File: config.mk
export PLATFORM = sky130hd
export DESIGN_NAME = std_nbdcache_vd_init_ctrl
export DESIGN_NICKNAME = d
export VERILOG_FILES = /design/src/rtl/std_nbdcache_vd_init_ctrl.sv
export SDC_FILE = /design/constraint.sdc
export NUM_CORES = 1
export LEC_CHECK = 0
export CAP_MARGIN = 40
export CELL_PAD_IN_SITES_DETAIL_PLACEMENT = 0
export CELL_PAD_IN_SITES_GLOBAL_PLACEMENT = 1
export CORE_AREA = 2 2 225 227
export CTS_CLUSTER_SIZE = 14
export DETAILED_ROUTE_END_ITERATION = 8
export DIE_AREA = 0 0 227 229
export PLACE_DENSITY_LB_ADDON = 0.1
export SYNTH_ARGS = -nofsm -noshare
export SYNTH_HDL_FRONTEND = slang
export SYNTH_SLANG_ARGS = --single-unit
File: constraint.sdc
create_clock -name clk_i -period 4.05 [get_ports clk_i]
set_clock_uncertainty 0.15 [all_clocks]
set_input_delay 0.81 -clock clk_i [delete_from_list [all_inputs] [get_ports clk_i]]
set_output_delay 0.81 -clock clk_i [all_outputs]
set_load 0.05 [all_outputs]
File: src/rtl/std_nbdcache_vd_init_ctrl.sv
// Valid/dirty SRAM front end for the non-blocking D-cache.
// Sweeps every word to InitValue after reset or on request,
// then forwards client accesses and generates a read strobe.
//
// Ports:
//   clk_i, rst_i       clock, async active-high reset
//   init_req_i         request a full re-invalidation sweep
//   init_busy_o        sweep pending or running
//   init_done_o        one-cycle pulse at sweep end
//   req_i/gnt_o        client handshake (no buffering)
//   we_i, addr_i,
//   wdata_i, be_i      client access
//   rvalid_o, rdata_o  read response (one cycle after grant)
//   sram_*             single-port SRAM, read latency 1
module std_nbdcache_vd_init_ctrl #(
  parameter int NumWords  = 1024,
  parameter int DataWidth = 128,
  parameter int ByteWidth = 8,
  parameter logic [DataWidth-1:0] InitValue = '0,
  localparam int AddrWidth =
    (NumWords > 1) ? $clog2(NumWords) : 1,
  localparam int BeWidth =
    (DataWidth + ByteWidth - 1) / ByteWidth
) (
  input  logic                 clk_i,
  input  logic                 rst_i,
  input  logic                 init_req_i,
  output logic                 init_busy_o,
  output logic                 init_done_o,
  input  logic                 req_i,
  output logic                 gnt_o,
  input  logic                 we_i,
  input  logic [AddrWidth-1:0] addr_i,
  input  logic [DataWidth-1:0] wdata_i,
  input  logic [BeWidth-1:0]   be_i,
  output logic                 rvalid_o,
  output logic [DataWidth-1:0] rdata_o,
  output logic                 sram_req_o,
  output logic                 sram_we_o,
  output logic [AddrWidth-1:0] sram_addr_o,
  output logic [DataWidth-1:0] sram_wdata_o,
  output logic [BeWidth-1:0]   sram_be_o,
  input  logic [DataWidth-1:0] sram_rdata_i
);

  typedef enum logic [1:0] {
    HOLD,
    SWEEP,
    READY
  } state_t;

  localparam logic [AddrWidth-1:0] LastAddr =
    AddrWidth'(NumWords - 1);

  state_t               state_q, state_d;
  logic [AddrWidth-1:0] cnt_q, cnt_d;
  logic                 done_q, done_d;
  logic                 rvalid_q, rvalid_d;
  logic                 last;

  assign last = (cnt_q == LastAddr);

  always_ff @(posedge clk_i or posedge rst_i) begin
    if (rst_i) begin
      state_q  <= HOLD;
      cnt_q    <= '0;
      done_q   <= 1'b0;
      rvalid_q <= 1'b0;
    end else begin
      state_q  <= state_d;
      cnt_q    <= cnt_d;
      done_q   <= done_d;
      rvalid_q <= rvalid_d;
    end
  end

  always_comb begin
    state_d      = state_q;
    cnt_d        = cnt_q;
    done_d       = 1'b0;
    rvalid_d     = 1'b0;
    init_busy_o  = 1'b1;
    gnt_o        = 1'b0;
    sram_req_o   = 1'b0;
    sram_we_o    = 1'b0;
    sram_addr_o  = '0;
    sram_wdata_o = '0;
    sram_be_o    = '0;
    unique case (state_q)
      HOLD: begin
        state_d = SWEEP;
        cnt_d   = '0;
      end
      SWEEP: begin
        sram_req_o   = 1'b1;
        sram_we_o    = 1'b1;
        sram_addr_o  = cnt_q;
        sram_wdata_o = InitValue;
        sram_be_o    = '1;
        if (last) begin
          state_d = READY;
          cnt_d   = '0;
          done_d  = 1'b1;
        end else begin
          cnt_d = cnt_q + AddrWidth'(1);
        end
      end
      READY: begin
        // The request in the init cycle is still served.
        init_busy_o = init_req_i;
        gnt_o       = req_i;
        rvalid_d    = req_i & ~we_i;
        if (req_i) begin
          sram_req_o   = 1'b1;
          sram_we_o    = we_i;
          sram_addr_o  = addr_i;
          sram_wdata_o = wdata_i;
          sram_be_o    = be_i;
        end
        if (init_req_i) begin
          state_d = SWEEP;
          cnt_d   = '0;
        end
      end
      default: begin
        state_d = HOLD;
        cnt_d   = '0;
      end
    endcase
  end

  assign init_done_o = done_q;
  assign rvalid_o    = rvalid_q;
  assign rdata_o     = rvalid_q ? sram_rdata_i : '0;

endmodule

==> results.sh, run 1 <==
export IMPL_cp_start_kind="flop"
export IMPL_yosysTopAreaCellShare_pct=28.7
export IMPL_pin_count=575
export IMPL_synthFlopType="dfrtp_1"
export IMPL_row_count=82
export IMPL_vias=5356
export IMPL_avgSynthCellArea_um2=6.50
export IMPL_ys_warn_count=0
export IMPL_synth_top_area_cell="and2_1"
export IMPL_ctsHoldBuffers=0
export IMPL_grt_pass1_vias=5641
export IMPL_synthTopCellsByCount="and2_1, and3_1, clkbuf_1, nor2_1, dfrtp_1"
export IMPL_drive_gt1_share_pct=6.35
export IMPL_syn_inst=433
export IMPL_drcViolationCount=0
export IMPL_clock_sinks=14
export IMPL_wire_per_inst_um=20.1
export IMPL_die_y_um=229
export IMPL_yosysSeqAreaShare_pct=12.5
export IMPL_tritoncts="yes"
export IMPL_tns_ns=0
export IMPL_async_flop_share_pct=100
export IMPL_min_path_type="flop to flop"
export IMPL_finalPower_uw=624
export IMPL_grt_pass1_wl_mm=42.9
export IMPL_post_cts_setup_buffers=0
export IMPL_startpoint="state_q[0]"
export IMPL_drt_iter0_drc=140
export IMPL_cpPeakStageDelay_ns=0.88
export IMPL_overflow=0
export IMPL_synth_top_cells_by_area="and2_1, and3_1, dfrtp_1"
export IMPL_synth_net_count=726
export IMPL_track_usage_pct=11.8
export IMPL_peakVddDrop_v=0.000124
export IMPL_status="finished clean"
export IMPL_setup_viol=0
export IMPL_critical_path_slowest_cell="clkdlybuf4s50_1"
export IMPL_io_buffers=574
export IMPL_core_area_um2=49700
export IMPL_endpoint="sram_wdata_o[87]"
export IMPL_antenna_found_initial=15
export IMPL_clock_latency_ns=0.24
export IMPL_drt_first_pass_iters=4
export IMPL_p_leak_uw=0.00394
export IMPL_end_kind="output pin"
export IMPL_cts_resized=0
export IMPL_cts_made_buffers=3
export IMPL_drv_slew=0
export IMPL_worst_pin_slew_ns=0.739
export IMPL_die_w_um=227
export IMPL_min_period_ns=3.61
export IMPL_power_density_nw_per_um2=65.6
export IMPL_dp_hpwl_mm=29.3
export IMPL_synth_seq_cells=14
export IMPL_slew_headroom_pct=50.7
export IMPL_cts_root_buf="clkbuf_16"
export IMPL_crit_chain="inv_1, ha_4, buf_12, and3_1, clkdlybuf4s50_1"
export IMPL_hold_viol_final=0
export IMPL_r2r_start="state_q[1]"
export IMPL_area_growth_pct=238
export IMPL_start_util_pct=5.66
export IMPL_arrival_ns=2.65
export IMPL_synthDistinctLibCells=33
export IMPL_die_area_um2=52000
export IMPL_timing_rr_end="state_q[1]"
export IMPL_grt_max_degree=130
export IMPL_max_cap_viol_count=0
export IMPL_rsz0062_at_grt="no"
export IMPL_gp_congestion=0.780
export IMPL_regToRegSetupSlack_ns=1.49
export IMPL_r2r_cells=6
export IMPL_finalCritPeriodShare_pct=89.1
export IMPL_nets=1271
export IMPL_netlist_area_um2=2810
export IMPL_ant_nets=0
export IMPL_max_clock_path_buffers=2
export IMPL_worstPathRequired_ns=3.09
export IMPL_path_max_fanout=49
export IMPL_n_fill_cell=5662
export IMPL_viasPerCell=3.23
export IMPL_wl_mm=33.3
export IMPL_path_clk_slew_ns=0.05
export IMPL_fmax_mhz=277
export IMPL_path_class="flop to output pin"
export IMPL_htreeDepth=1
export IMPL_synth_edf_count=0
export IMPL_fin_util_pct=19.2
-- where the power goes --
part / internal, µW / switching [µW] / total [µW]
Combinational: 240 / 54.8 / 295
Sequential: 140 / 0 / 140
Clock: 133 / 56.3 / 189
Total: 513 / 111 / 624
-- layer usage --
metal	vias up	track usage [%]	share of wire [%]
met5	-	0	0.039
met4	2	3.51	3.6
met3	34	4.99	12
met2	368	25.6	57
met1	2425	8.70	27
li1	2527	-	-
-- worst min path at each step --
stage	startpoint	endpoint	slack, ns	cells after the start
2_1_floorplan	state_q[1]	state_q[1]	0.36	1
3_3_place_gp	cnt_q[8]	cnt_q[8]	0.45	1
3_5_place_dp	cnt_q[8]	cnt_q[8]	0.42	1
4_1_cts	cnt_q[8]	cnt_q[8]	0.43	1
5_1_grt	cnt_q[8]	cnt_q[8]	0.45	1
6_report	cnt_q[8]	cnt_q[8]	0.43	1
-- logic make-up after synthesis --
logic type | synth area share [%]
AO/OA/AOI/OAI | 4.67
XOR/XNOR | 2.18
adder cells (fa/ha/maj) | 2.67
buffers and inverters | 7.70
flip-flops | 12.5
multiplexers | 0.756
AND/OR/NAND/NOR | 69.6
-- placed cells by master, fill, tap and decap left out, types with 2 or more instances in the layout --
master	synthesis	final
nand3_1	3	3
buf_4	0	38
clkdlybuf4s50_1	0	535
a22oi_1	9	9
and3_1	129	129
inv_1	4	4
xor2_1	4	4
and2_1	129	129
dfrtp_1	14	13
nand4_1	3	3
a21oi_1	2	2
clkbuf_16	0	3
xnor2_1	3	3
ha_1	6	5
and4_1	2	2
nand2_1	7	7
nor2b_1	10	10
buf_12	0	15
diode_2	0	9
nor2_1	44	44
-- worst max-delay path, delay by kind of cell, from the launching register on --
kind / cells / cell delay (ns)
flops: 1 / 0.41
buf+inv: 3 / 1.26
fa+ha+maj: 1 / 0.54
simple gates: 1 / 0.15
-- stage by stage --
step	cell area [µm²]	std cells	hold slack [ns]	worst slack (ns)
finish	9520	1658	0.429	0.440
global route	9510	1654	0.452	0.274
CTS	9500	1649	0.429	0.359
detailed placement	9420	1645	0.418	0.621
global placement	9420	1645	0.451	0.625
floorplan	2810	433	0.362	0.494
-- flip-flops by register name, summed over array words and instances (netlist names) --
name,cells
rvalid_o,1
cnt_q,10
state_q,2
init_done_o,1
-- final cells by class --
type	count	area, µm²	area share (%)
Timing Repair Buffer	589	5950	62.5
Multi-Input combinational cell	365	2260	23.7
Tap cell	672	841	8.83
Sequential cell	14	352	3.69
Clock buffer	4	78.8	0.828
Antenna cell	9	22.5	0.237
Inverter	5	21.3	0.223
No activity file was read; power rests on OpenSTA's default activity.
==> run 2, diff against run 1 <==
SLEW_MARGIN = 20   (was default)
==> results of run 2 <==
The final DEF is identical to that of run 1; final timing and power are the same.
==> run 3, diff against run 2 <==
ABC_CLOCK_PERIOD_IN_PS = 4050   (was default)
CAP_MARGIN = default   (was 40)
CTS_BUF_LIST = sky130_fd_sc_hd__clkbuf_4 sky130_fd_sc_hd__clkbuf_8 sky130_fd_sc_hd__clkbuf_16   (was default)
==> results.sh, run 3 (same netlist as run 1, synthesis figures left out) <==
export IMPL_grt_max_degree=130
export IMPL_n_fill_cell=5661
export IMPL_path_clk_slew_ns=0.05
export IMPL_path_max_fanout=49
export IMPL_drcViolationCount=0
export IMPL_cts_made_buffers=3
export IMPL_row_count=82
export IMPL_dp_hpwl_mm=29.3
export IMPL_path_class="flop to output pin"
export IMPL_p_leak_uw=0.00395
export IMPL_peakVddDrop_v=0.000125
export IMPL_die_area_um2=52000
export IMPL_finalCritPeriodShare_pct=89.1
export IMPL_area_growth_pct=238
export IMPL_slew_headroom_pct=50.6
export IMPL_drt_iter0_drc=119
export IMPL_max_clock_path_buffers=2
export IMPL_tns_ns=0
export IMPL_final_common_cell="clkdlybuf4s50_1"
export IMPL_core_area_um2=49700
export IMPL_io_buffers=574
export IMPL_final_cell_mix="clkdlybuf4s50_1, and3_1, and2_1, nor2_1, buf_4"
export IMPL_post_cts_setup_buffers=0
export IMPL_tritoncts="yes"
export IMPL_worst_pin_slew_ns=0.741
export IMPL_min_period_ns=3.61
export IMPL_nets=1271
export IMPL_die_w_um=227
export IMPL_grt_pass1_vias=5648
export IMPL_end_kind="output pin"
export IMPL_drive_gt1_share_pct=6.45
export IMPL_wire_per_inst_um=20.1
export IMPL_holdCritStartpoint="cnt_q[8]"
export IMPL_clock_latency_ns=0.24
export IMPL_rsz0062_at_grt="no"
export IMPL_setup_viol=0
export IMPL_max_cap_viol_count=0
export IMPL_worstPathRequired_ns=3.09
export IMPL_cts_resized=0
export IMPL_gp_congestion=0.780
export IMPL_ant_nets=0
export IMPL_vias=5335
export IMPL_largest_registers="cnt_q: 10 flops, state_q: 2 flops"
export IMPL_clock_sinks=14
export IMPL_ctsHoldBuffers=0
export IMPL_die_y_um=229
export IMPL_grt_pass1_wl_mm=42.9
export IMPL_pin_count=575
export IMPL_cts_root_buf="clkbuf_16"
export IMPL_regMostFlops="cnt_q"
export IMPL_start_util_pct=5.66
export IMPL_viasPerCell=3.22
export IMPL_min_path_type="flop to flop"
export IMPL_register_area_um2=352
export IMPL_cp_start_kind="flop"
export IMPL_startpoint="state_q[0]"
export IMPL_multi_input_area_um2=2260
export IMPL_overflow=0
export IMPL_arrival_ns=2.65
export IMPL_whs_ns=0.424
export IMPL_wl_mm=33.3
export IMPL_antenna_found_initial=15
export IMPL_power_density_nw_per_um2=66.3
export IMPL_largest_reg_flops=10
export IMPL_fmax_mhz=277
export IMPL_drv_slew=0
export IMPL_drt_first_pass_iters=4
export IMPL_track_usage_pct=11.8
export IMPL_r2r_start="state_q[1]"
export IMPL_hold_viol_final=0
export IMPL_htreeDepth=1
export IMPL_status="finished clean"
run 3: cell count changes in the layout (fill, tap and decap cells not counted), sizes merged:
cell	change
diode	-1
run 3: final timing paths:
| kind | to | cells past startpoint | slack (ns) |
|---|---|---|---|
| min reg2reg | cnt_q[8] | 1 | 0.42 |
| max in group asynchronous | rvalid_o | 2 | 2.54 |
| max | sram_wdata_o[87] | 5 | 0.44 |
| max reg2reg | state_q[1] | 6 | 1.49 |
| min | cnt_q[8] | 1 | 0.42 |
| min in group asynchronous | cnt_q[6] | 2 | 0.79 |
run 3: layer usage:
layer,vias to the layer above,share of wire [%],wire (µm),track usage [%]
met4,2,2.6,851,3.57
met1,2419,27,9050,8.70
met2,362,58,19400,25.6
met3,28,12,3970,4.99
met5,-,0.039,13,0
li1,2524,-,-,-
run 3: where the power goes:
part,total [µW],internal (µW),switching [µW]
clock network,196,140,56.6
logic,295,240,55.0
registers,140,140,0
total,632,520,112
run 3: final cells by class:
cell class	count	area share [%]
Tap cell	672	8.83
Multi-Input combinational cell	365	23.7
Clock buffer	4	0.867
Timing Repair Buffer	589	62.5
Inverter	5	0.223
Antenna cell	8	0.210
Sequential cell	14	3.69
run 3: metrics by stage:
step	worst slack, ns	instance area, µm²	cells	total power, µW	utilization [%]
final	0.443	9520	1657	632	19.2
after global routing	0.273	9510	1654	668	19.2
after CTS	0.357	9500	1649	643	19.1
after detailed placement	0.621	9420	1645	442	19.0
after global placement	0.625	9420	1645	440	19.0
after floorplan	0.494	2810	433	157	-
run 3: worst max-delay path, stage by stage (launching register included):
cell	delay [ns]
dfrtp_1	0.41
inv_1	0.15
ha_4	0.54
buf_12	0.23
and3_1	0.15
clkdlybuf4s50_1	0.88
